===== src/rtl/pdts_tstamp_pkg.sv =====
// pdts_tstamp_pkg: state encodings and timing command codes for the timestamp tracker
package pdts_tstamp_pkg;
  typedef enum logic [1:0] {
    S_IDLE    = 2'd0,
    S_WAIT_TS = 2'd1,
    S_RUN     = 2'd2,
    S_ERR     = 2'd3
  } state_t;
  localparam logic [3:0] CMD_TSYNC       = 4'd0;
  localparam logic [3:0] CMD_ECHO        = 4'd1;
  localparam logic [3:0] CMD_SPILL_START = 4'd2;
  localparam logic [3:0] CMD_SPILL_STOP  = 4'd3;
  localparam logic [3:0] CMD_RUN_START   = 4'd4;
  localparam logic [3:0] CMD_RUN_STOP    = 4'd5;
  localparam logic [3:0] CMD_CALIB       = 4'd6;
  localparam logic [3:0] CMD_TRIG_BASE   = 4'd8;
endpackage


===== src/rtl/pdts_grp_ctr.sv =====
// pdts_grp_ctr: one partition group's run flag and wrapping event counter
module pdts_grp_ctr #(
  parameter int EVT_W = 32
) (
  input  logic             clk,
  input  logic             rst_n,
  input  logic             clr,
  input  logic             en,
  input  logic             start,
  input  logic             stop,
  input  logic             trig,
  output logic             running,
  output logic [EVT_W-1:0] evtctr
);
  // leaving to idle drops the run flag but keeps the count; start re-clears even if already running
  always_ff @(posedge clk or negedge rst_n)
    if (!rst_n) begin
      running <= 1'b0;
      evtctr  <= '0;
    end else if (clr) running <= 1'b0;
    else if (en) begin
      if (start) begin
        running <= 1'b1;
        evtctr  <= '0;
      end else if (stop) running <= 1'b0;
      else if (trig && running) evtctr <= evtctr + EVT_W'(1);
    end
endmodule


===== src/rtl/pdts_tstamp_tracker.sv =====
// pdts_tstamp_tracker: local timestamp tracking with TimeSync checking and per-group run/event counting
module pdts_tstamp_tracker
  import pdts_tstamp_pkg::*;
#(
  parameter int TS_W  = 64,
  parameter int N_GRP = 4,
  parameter int EVT_W = 32,
  parameter int ERR_W = 8
) (
  input  logic                   clk,
  input  logic                   rst_n,
  input  logic                   rdy,
  input  logic [3:0]             sync,
  input  logic                   sync_v,
  input  logic [TS_W-1:0]        ts_load,
  input  logic                   ts_load_v,
  input  logic [N_GRP-1:0]       grp_en,
  output logic [TS_W-1:0]        tstamp,
  output logic                   tstamp_v,
  output logic [N_GRP-1:0]       running,
  output logic [N_GRP*EVT_W-1:0] evtctr,
  output logic [ERR_W-1:0]       err_cnt,
  output logic [1:0]             state
);
  state_t st, st_nx;
  logic [TS_W-1:0] ts_inc, ts_nx;
  logic tracking, ld_mis, act, err_up;
  assign ts_inc   = tstamp + TS_W'(1);
  assign tracking = rdy && (st == S_RUN || st == S_ERR);
  assign ld_mis   = ts_load_v && ts_load != ts_inc;
  assign act      = tracking && sync_v;
  assign state    = st;
  // state, timestamp, validity and error count registers
  always_ff @(posedge clk or negedge rst_n)
    if (!rst_n) begin
      st       <= S_IDLE;
      tstamp   <= '0;
      tstamp_v <= 1'b0;
      err_cnt  <= '0;
    end else begin
      st       <= st_nx;
      tstamp   <= ts_nx;
      tstamp_v <= st_nx == S_RUN;
      if (err_up) err_cnt <= err_cnt + ERR_W'(1);
    end
  // next state: losing rdy wins over everything, loads decide between RUN and ERR
  always_comb
    st_nx = !rdy             ? S_IDLE :
            st == S_IDLE     ? S_WAIT_TS :
            st == S_WAIT_TS  ? (ts_load_v ? S_RUN : S_WAIT_TS) :
            ld_mis           ? S_ERR :
            ts_load_v        ? S_RUN : st;
  // next timestamp and error-count enable
  always_comb begin
    ts_nx  = !rdy            ? '0 :
             st == S_IDLE    ? tstamp :
             st == S_WAIT_TS ? (ts_load_v ? ts_load : tstamp) :
             ld_mis          ? ts_load : ts_inc;
    err_up = tracking && ld_mis && err_cnt != '1;
  end
  for (genvar g = 0; g < N_GRP; g++) begin : g_grp
    pdts_grp_ctr #(.EVT_W(EVT_W)) u_ctr (
      .clk     (clk),
      .rst_n   (rst_n),
      .clr     (!rdy),
      .en      (grp_en[g]),
      .start   (act && sync == CMD_RUN_START),
      .stop    (act && sync == CMD_RUN_STOP),
      .trig    (act && sync >= CMD_TRIG_BASE),
      .running (running[g]),
      .evtctr  (evtctr[g*EVT_W +: EVT_W])
    );
  end
endmodule


===== config.mk =====
export PLATFORM = sky130hd
export DESIGN_NAME = pdts_tstamp_tracker
export DESIGN_NICKNAME = d
export VERILOG_FILES = /design/src/rtl/pdts_tstamp_pkg.sv /design/src/rtl/pdts_grp_ctr.sv /design/src/rtl/pdts_tstamp_tracker.sv
export SDC_FILE = /design/constraint.sdc
export NUM_CORES = 1
export LEC_CHECK = 0
export BUFFER_PORTS_ARGS = -buffer_cell sky130_fd_sc_hd__buf_2
export CAP_MARGIN = 10
export CELL_PAD_IN_SITES_DETAIL_PLACEMENT = 0
export CELL_PAD_IN_SITES_GLOBAL_PLACEMENT = 1
export CORE_MARGIN = 1
export CORE_UTILIZATION = 46
export CTS_BUF_LIST = sky130_fd_sc_hd__clkbuf_2
export DETAILED_ROUTE_END_ITERATION = 10
export GPL_ROUTABILITY_DRIVEN = 1
export PLACE_DENSITY = 0.95
export SYNTH_ARGS = -nofsm -noshare
export SYNTH_HDL_FRONTEND = slang
export SYNTH_SLANG_ARGS = --single-unit

===== constraint.sdc =====
create_clock -name clk -period 8.7 [get_ports clk]
set_input_delay 0.87 -clock clk [delete_from_list [all_inputs] [get_ports clk]]
set_output_delay 0.87 -clock clk [all_outputs]
set_load 0.01 [all_outputs]

# Word level (Yosys, flattened, before mapping)
# Index checks and enable logic that the tools add are counted.
classes:
  reduce_logical: 27
  order_cmp: 1
  eq_ne: 16
  add_sub_neg: 6
  muxes: 33
ops:
  columns: ["operator", "count"]
  rows:
  - ["two-way mux 32 bit", 12]
  - ["two-way mux 64 bit", 5]
  - ["adder 32 x 1 -> 32 bit (second input constant)", 4]
  - ["adder 64 x 1 -> 64 bit (second input constant)", 1]
  - ["inequality test 64 bit", 1]
  - ["AND reduction 4 bit", 4]
  - ["logical AND 1 bit", 12]
  - ["two-way mux 2 bit", 6]
  - ["two-way mux 1 bit", 10]
  - ["inequality test 2 x 1 -> 1 bit (second input constant)", 5]
  - ["AND reduction 2 bit", 5]
  - ["adder 8 x 1 -> 8 bit (second input constant)", 1]
  - ["== test 4 x 3 -> 1 bit (second input constant)", 2]
  - ["inequality test 8 bit (second input constant)", 1]
  - ["nonzero test 2 bit", 4]
  - ["== test 2 bit (second input constant)", 3]
  - [">= comparator 4 bit (second input constant)", 1]
  - ["inequality test 3 x 1 -> 1 bit (second input constant)", 1]
  - ["inequality test 3 bit (second input constant)", 1]
  - ["== test 2 x 1 -> 1 bit (second input constant)", 1]
  - ["zero test 2 bit", 1]
  - ["inequality test 2 bit (second input constant)", 1]
  - ["logical OR 1 bit", 1]
totals:
  elab_cells: 95
  out_inout_bits: 207
  in_bits: 77
  reg_bits: 207

# Longest topological paths before layout
# Gate-level depths: netlist (run 1).
depth:
  word_depth: 9
  depth_mapped: 16
  mapped_depth_nobuf: 11

# By module
# From an unflattened synthesis (run 1), not the netlist that was laid out.
hier_totals:
  hier_cells: 1846
  area_unflattened_um2: 15518.6
by_module_without_submodules:
  columns: ["mod", "instances", "cells_each", "seq_area_each_um2", "area_per_inst_um2"]
  rows:
  - ["pdts_tstamp_tracker", 1, 1038, 1876.8, 7976.4]
  - ["pdts_grp_ctr", 4, 202, 825.8, 1885.6]

# Least setup slack after synthesis (run 1)
# Ideal clock, no wire load.
synth_path:
  path_kind: "in2reg"
  start: "input ts_load[6]"
  end: "register tstamp[61]"
  required_ns: 8.576
  path_stages: 12
  setup_ns: 0.124
  path_buffers: 2
  t_arrival_ns: 4.684
  slack_ns: 3.892
  path_cell_list: "xnor2_1 -> or3_1 -> a2111o_1 -> or4_1 -> or4b_1 -> or4_1 -> or4_1 -> buf_2 -> or4_4 -> buf_6 -> and3_1 -> a211o_1"
synth_via:
  elab_chain_cells: 6
synth_rtl:
  columns: ["element", "line", "rtl"]
  rows:
  - ["start: declaration", "pdts_tstamp_tracker.sv:15", "input logic [TS_W-1:0] ts_load,"]
  - ["inequality test 64 bit", "pdts_tstamp_tracker.sv:30", "assign ld_mis = ts_load_v && ts_load != ts_inc;"]
  - ["logical AND 1 bit", "pdts_tstamp_tracker.sv:30", null]
  - ["two-way mux 64 bit", "pdts_tstamp_tracker.sv:58", "ld_mis ? ts_load : ts_inc;"]
  - ["two-way mux 64 bit", "pdts_tstamp_tracker.sv:57", "st == S_WAIT_TS ? (ts_load_v ? ts_load : tstamp) :"]
  - ["two-way mux 64 bit", "pdts_tstamp_tracker.sv:56", "st == S_IDLE ? tstamp :"]
  - ["two-way mux 64 bit", "pdts_tstamp_tracker.sv:55", "ts_nx = !rdy ? '0 :"]
  - ["end signal: assignment", "pdts_tstamp_tracker.sv:42", "tstamp <= ts_nx;"]
  - ["end: declaration", "pdts_tstamp_tracker.sv:18", "output logic [TS_W-1:0] tstamp,"]
# No other way between the ends. The select of a mux whose other input is x is not followed.
# A chain may end at the register's enable or synchronous reset.

# Worst setup path after layout (run 1)
layout_path:
  start: "register tstamp[4]"
  end: "register tstamp[48]"
layout_via:
  elab_chain_cells: 7
layout_rtl:
  columns: ["element", "line", "rtl"]
  rows:
  - ["adder 64 x 1 -> 64 bit *", "pdts_tstamp_tracker.sv:28", "assign ts_inc = tstamp + TS_W'(1);"]
  - ["inequality test 64 bit", "pdts_tstamp_tracker.sv:30", null]
  - ["logical AND 1 bit", "pdts_tstamp_tracker.sv:30", null]
  - ["two-way mux 64 bit *", "pdts_tstamp_tracker.sv:58", null]
  - ["two-way mux 64 bit *", "pdts_tstamp_tracker.sv:57", null]
  - ["two-way mux 64 bit *", "pdts_tstamp_tracker.sv:56", null]
  - ["two-way mux 64 bit *", "pdts_tstamp_tracker.sv:55", null]
# Every way passes the cells marked *; elsewhere a longest branch is shown, timed or not. The select of a mux whose other input is x is not followed.

==> results by group, run 1 <==
Flow run
  • Max cap viols: 0

Layout
  • Post-layout nets: 2048
  • Fin cells: 2397
  • P&R area growth vs syn: 15.0%
  • Most frequent cells in the layout: 282 x buf_2, 207 x dfrtp_1, 189 x nand2_1, 176 x nor2_1, 106 x nand3_1
  • FILL cells: 2853
  • Share of cells above drive strength 1: 0.207
  • Leading cell type in the layout, fill and taps excluded: buf_2

Route
  • Via-to-Cell Ratio: 6.25
  • Final ANT Viol Nets: 0
  • 1st-iter DRT viols: 1470
  • DRC violation count after routing: 0
  • Drt wl/cell: 21.3 µm
  • Via count: 15000
  • Total wire length: 51000 µm
  • DR pass1 iterations: 7

Floorplanning
  • CORE AREA: 29900 µm²
  • Die Y: 177 µm
  • I/O pins: 284
  • FP Rows: 63
  • Initial Util: 0.472
  • DIE AREA: 31400 µm²
  • Die span in x: 177 µm

Worst setup path
  • Critical Path Sink Type: register
  • Crit path DAT: 6.43 ns
  • Worst R2R Start: tstamp[4]
  • WP data required: 9.46 ns
  • Critical Path Fanout Max: 56
  • CP startpoint: tstamp[4]
  • Critical path class: reg -> reg
  • Startpoint type of the worst setup path: register

Logic synthesis
  • Mux cell area share after synthesis: 0.00612
  • FFs w/ async S/R, synth: 1.00
  • Cell variety after synth: 72
  • XOR/XNOR Fraction of Synth Area: 0.122
  • Synth Instances: 1725
  • Dominant combinational cell family by area after synthesis: simple AND/OR/NAND/NOR gates
  • Register area share after synthesis: 0.367
  • Synth Area in Adders: 0.00532
  • Synth Area in Simple Gates: 0.325
  • Syn avg cell area: 8.18 µm²
  • Primary FF master, synth: dfrtp_1
  • Post-synth EDFFs: 0
  • Synth Area in Compound Gates: 0.133
  • Flip-flop and latch count after synthesis: 207
  • Net Count, Synth: 1808
  • Synth area leader: dfrtp_1
  • Ranking of synthesized cells by area: dfrtp_1 37%, xor2_1 6.5%, xnor2_1 5.7%
  • Post-Syn Area: 14100 µm²
  • Top cell type's share of synthesized area: 0.367
  • Ys Warns: 0

Place
  • Cells after DPL: 2297
  • Routability cong.: 0.993
  • Buffers added on ports: 283
  • HPWL Detailed: 36600 µm

Clocking
  • CTS tree: yes
  • CTS H-tree depth: 2
  • Cts bufs inserted: 56
  • Post_cts resized: 0
  • Total setup buffers inserted after CTS: 0
  • Clk_lat worst skew: 0.96 ns
  • CTS Sinks: 207
  • Post-CTS Hold Buffers: 0
  • CTS clk-pin slew, worst paths: 0.11 ns
  • Root buf cell: clkbuf_2
  • Clock buffer depth: 3

STA
  • Tmin final: 5.67 ns
  • Tcrit/Tclk final: 0.652
  • Relative slew slack: 0.236
  • RSZ-0062 raised after global routing: no
  • FMAX: 0.176 GHz
  • # setup viols final: 0
  • Final Hold Slack: 0.0492 ns
  • Clk_skew: 0.128 ns
  • Slew @ Worst Pin: 1.14 ns
  • Fin. max-slew vios: 0
  • Setup TNS Final: 0 ns
  • Final hold vios: 0

Global routing
  • First-pass GRT wire length: 78600 µm
  • Initial antenna violation count: 4
  • Total track usage: 0.318
  • Largest net degree at the start of global routing: 102
  • Congestion Overflow GR: 0
  • Vias in the first global route: 14000

Pwr
  • Static leakage: 7.51 nW
  • Cell Pwr Density: 130 nW/µm²
  • VDD IR-drop max: 95.4 µV

Run status
  • Status: completed

Min path
  • Hold Path Class: in -> async
## per-layer routing
metal  part of all wire  vias to the layer above  GRT usage
met4              0.047                        0      0.165
met1               0.40                     7163      0.418
met2               0.46                      822      0.499
li1                   -                     6826          -
met3              0.096                      167     0.0561
met5                  0                        -          0
## cell families (layout without fill, tap and decap cells)
logic type      after synthesis  count (layout)
other cells                   0               5
flops                       207             207
compound gates              269             269
fa+ha+maj                     6               6
simple gates                890             890
mux                           8               8
xor+xnor                    196             196
buf+inv                     149             426
## cell usage after synthesis (all sizes together) (6+ instances only)
library cell	number
a211oi	6
a21oi	43
a221o	6
a22oi	21
a31oi	13
a32oi	48
and2	18
and3	75
and4	20
buf	23
clkbuf	98
dfrtp	207
ha	6
inv	28
nand2	191
nand3	107
nand4	84
nor2	179
nor2b	6
nor3	72
nor3b	6
nor4	51
o211ai	11
o21ai	65
o31ai	9
or3	35
or4	16
xnor2	92
xor2	104
## worst max-delay path: stages, from the launching register on
cell     delay [ns]
dfrtp_1        0.51
nand4_2        0.31
or4_1          0.79
nor4b_2        0.62
mux2_2         0.44
or4b_2         0.62
nor4_1         0.19
nand4_1        0.36
or4_4          0.95
and2_1         0.33
a221o_1        0.30
## cell type report
| cell class | instances | area [µm²] | share of cell area |
|---|---|---|---|
| clock buffers | 76 | 380 | 0.0234 |
| well taps | 390 | 488 | 0.0301 |
| clock inverters | 19 | 109 | 0.00671 |
| flip-flops and latches | 207 | 5180 | 0.319 |
| repair buffers | 303 | 1580 | 0.0971 |
| inverters | 28 | 105 | 0.00648 |
| multi-input cells | 1369 | 8380 | 0.516 |
| diodes | 5 | 12.5 | 0.000771 |
## per-stage QoR
step / setup WS [ns] / cell area [µm²] / power, mW / util
final: 3.03 / 16200 / 2.12 / 0.543
after floorplan: 3.89 / 14100 / 1.26 / -
after global placement: 3.20 / 15700 / 1.41 / 0.526
after global routing: 2.76 / 16200 / 2.22 / 0.543
after CTS: 3.13 / 16200 / 2.13 / 0.543
after detailed placement: 3.15 / 15700 / 1.42 / 0.526
## state kept, by name, indices dropped and copies added, names as in the netlist
| register | flops |
|---|---|
| g_grp.u_ctr.running | 4 |
| state | 2 |
| tstamp_v | 1 |
| g_grp.u_ctr.evtctr | 128 |
| tstamp | 64 |
| err_cnt | 8 |
## where the power goes
part	internal [mW]	switching [mW]
sequential	0.993	0.0839
combinational	0.124	0.206
clock	0.269	0.440
## final timing paths
kind / cells after the start / slack, ns / end
worst max-delay path: 10 / 3.03 / tstamp[48]
worst min-delay path: 1 / 0.05 / g_grp[2].u_ctr.evtctr[22]
worst max register to register: 10 / 3.03 / tstamp[48]
worst min register to register: 1 / 0.49 / err_cnt[4]
max in group asynchronous: 2 / 7.23 / tstamp[38]
min in group clk: 3 / 0.18 / tstamp[16]
No activity file was read; power rests on OpenSTA's default activity.
==> run 2, diff against run 1 <==
- CORE_UTILIZATION: 46 -> 38
- PLACE_DENSITY: 0.95 -> 0.88
- clock period: 8.7 -> 5.1 ns (I/O delays scaled with it)
==> results by group, run 2 (synthesized netlist as in run 1, its figures left out) <==
Place
  • Buffers added on ports: 283 (unchanged)
  • Routability cong.: 0.995 (+0.14%)
  • Placed cell area: 16200 µm² (+3.0%)
  • Pre-CTS setup slack: 0.170 ns (-2.98 ns)
  • HPWL Detailed: 39400 µm (+7.6%)

Floorplanning
  • Initial Util: 0.386 (-0.0869)
  • Die Y: 195 µm (+9.9%)
  • I/O pins: 284 (unchanged)
  • FP Rows: 70 (+11%)
  • DIE AREA: 37900 µm² (+21%)
  • Die span in x: 195 µm (+9.9%)
  • CORE AREA: 36600 µm² (+23%)

Clocking
  • CTS clk-pin slew, worst paths: 0.10 ns (about the same)
  • Cts bufs inserted: 59 (+5.4%)
  • CTS tree: yes
  • CTS Sinks: 207 (unchanged)
  • Root buf cell: clkbuf_2
  • Clock buffer depth: 3 (unchanged)
  • CTS H-tree depth: 2 (unchanged)
  • Clk_lat worst skew: 1.03 ns (+0.07 ns)

STA
  • Slew @ Worst Pin: 1.18 ns (+0.0345 ns)
  • Final hold vios: 0 (unchanged)
  • Final Hold Slack: 0.128 ns (+0.0793 ns)
  • Relative slew slack: 0.213 (-0.0230)
  • # setup viols final: 0 (unchanged)
  • Setup slack after layout: 0.187 ns (-2.84 ns)
  • Tmin final: 4.91 ns (-0.758 ns)
  • Tcrit/Tclk final: 0.963 (+0.311)
  • Fin. max-slew vios: 0 (unchanged)
  • Clk_skew: 0.0548 ns (-0.0733 ns)
  • FMAX: 0.204 GHz (+15%)
  • Setup TNS Final: 0 ns (unchanged)
  • RSZ-0062 raised after global routing: no

Route
  • Via count: 15400 (+3.1%)
  • 1st-iter DRT viols: 1320 (-10%)
  • Via-to-Cell Ratio: 5.94 (-4.9%)
  • Drt wl/cell: 20.8 µm (-2.4%)
  • Total wire length: 54000 µm (+5.9%)
  • DR pass1 iterations: 6 (-1)
  • Met2 routed wirelength: 24900 µm (+6.7%)
  • Metal3 WL: 4690 µm (-4.2%)
  • Highest layer used for signal routing: met4
  • Final ANT Viol Nets: 0 (unchanged)
  • DRC violation count after routing: 0 (unchanged)
  • WL met1: 21900 µm (+7.2%)

Layout
  • Final Cell Area: 17500 µm² (+8.0%)
  • Most frequent cells in the layout: 282 x buf_2, 205 x dfrtp_1, 189 x nand2_1, 175 x nor2_1, 105 x nand3_1
  • Leading cell type in the layout, fill and taps excluded: buf_2
  • Util after Layout: 0.479 (-0.0647)
  • Top Registers: g_grp.u_ctr.evtctr (128), tstamp (64), err_cnt (8)
  • Post-layout nets: 2170 (+6.0%)
  • P&R area growth vs syn: 24.1%
  • FILL cells: 3623 (+27%)
  • Share of cells above drive strength 1: 0.223 (+0.0158)
  • Number of flip-flops under the largest register name: 128 (unchanged)
  • Largest Register: g_grp.u_ctr.evtctr

Worst setup path
  • Reg2Reg Setup Slack: 0.19 ns (-2.84 ns)
  • Critical Path Fanout Max: 58 (+3.6%)
  • CP dominant cell by count: nand4_1
  • Worst-path cell chain: nand4_1, nor2_1, buf_4, nand4_1, xor2_1, a211oi_1, nand4_1, or3_1, o31ai_4, buf_12, nor3_1, a311oi_1, dlygate4sd3_1
  • Slowest-stage cell, CP: dlygate4sd3_1
  • Startpoint type of the worst setup path: register
  • WP data required: 6.03 ns (-3.43 ns)
  • Reg2Reg Depth: 13 (+3)
  • Critical path class: reg -> reg
  • Worst R2R Start: tstamp[18]
  • Crit path DAT: 5.84 ns (-0.59 ns)
  • CP peak stage delay: 0.59 ns (-0.36 ns)
  • Reg2reg end: tstamp[0]
  • Critical Path Sink Type: register

Global routing
  • Largest net degree at the start of global routing: 112 (+9.8%)
  • First-pass GRT wire length: 84100 µm (+7.1%)
  • Congestion Overflow GR: 0 (unchanged)
  • Vias in the first global route: 14600 (+3.9%)
  • Total track usage: 0.281 (-0.0371)
  • Initial antenna violation count: 1 (-3)

Pwr
  • Cell Pwr Density: 212 nW/µm² (+63%)
  • VDD IR-drop max: 144 µV (+51%)
  • Static leakage: 8.12 nW (+8.1%)

Min path
  • Hold Path Class: in -> async

Run status
  • Status: completed

Flow run
  • Max cap viols: 0 (unchanged)
## run 2: cell count changes in the layout (fill, tap and decap cells not counted), moves of 2 or more
cell,previous run,this run
clkinv_2,2,6
dfrtp_2,0,2
clkbuf_2,76,79
buf_4,20,60
diode_2,5,2
buf_12,0,4
dlygate4sd3_1,0,75
dfrtp_1,207,205
## run 2: metal layers
metal | vias to the layer above | GRT usage
met3 | 141 | 0.0505
met4 | 0 | 0.143
met1 | 7431 | 0.367
li1 | 7087 | -
met5 | - | 0
met2 | 788 | 0.445
## run 2: final cells by class
type                            instances  area [µm²]  area share
Clock buffer                           79         395      0.0226
Timing Repair Buffer                  422        2710       0.154
Clock inverter                         24         108     0.00614
Tap cell                              468         586      0.0334
Sequential cell                       207        5180       0.296
Antenna cell                            2        5.00    0.000286
Multi-Input combinational cell       1369        8430       0.481
Inverter                               28         105     0.00600
## run 2: per-stage QoR
step           total power, mW  std cells
2_1_floorplan             2.14       1725
3_3_place_gp              2.46       2419
3_5_place_dp              2.46       2419
4_1_cts                   3.76       2597
5_1_grt                   3.92       2598
6_report                  3.72       2599
## run 2: repair_timing
action | CTS | global route
setup buffers | 0 | 0
hold buffers | 75 | 0
hold endpoints to repair | 184 | 0
setup endpoints to repair | 0 | 43
gates resized for setup | 0 | 12
## run 2: where the power goes
part	total [mW]	switching, mW	internal, mW
Clock	1.22	0.790	0.433
Combinational	0.697	0.420	0.278
Sequential	1.80	0.105	1.70
## run 2: worst max-delay path, delay by kind of cell (launching register included)
family | cells | cell delay, ns
buffers and inverters | 3 | 1.12
XOR/XNOR | 1 | 0.21
AO/OA/AOI/OAI | 3 | 0.99
flip-flops | 1 | 0.57
AND/OR/NAND/NOR | 6 | 1.91
## run 2: worst max-delay path by stage
stage / depth (start not counted) / start / end / slack [ns]
2_1_floorplan: 14 / tstamp[0] / tstamp[61] / 0.30
3_3_place_gp: 12 / tstamp[1] / tstamp[20] / 0.28
3_5_place_dp: 12 / tstamp[1] / tstamp[19] / 0.17
4_1_cts: 11 / tstamp[2] / tstamp_v / 0.05
5_1_grt: 12 / tstamp[13] / tstamp[0] / 0.01
6_report: 13 / tstamp[18] / tstamp[0] / 0.19
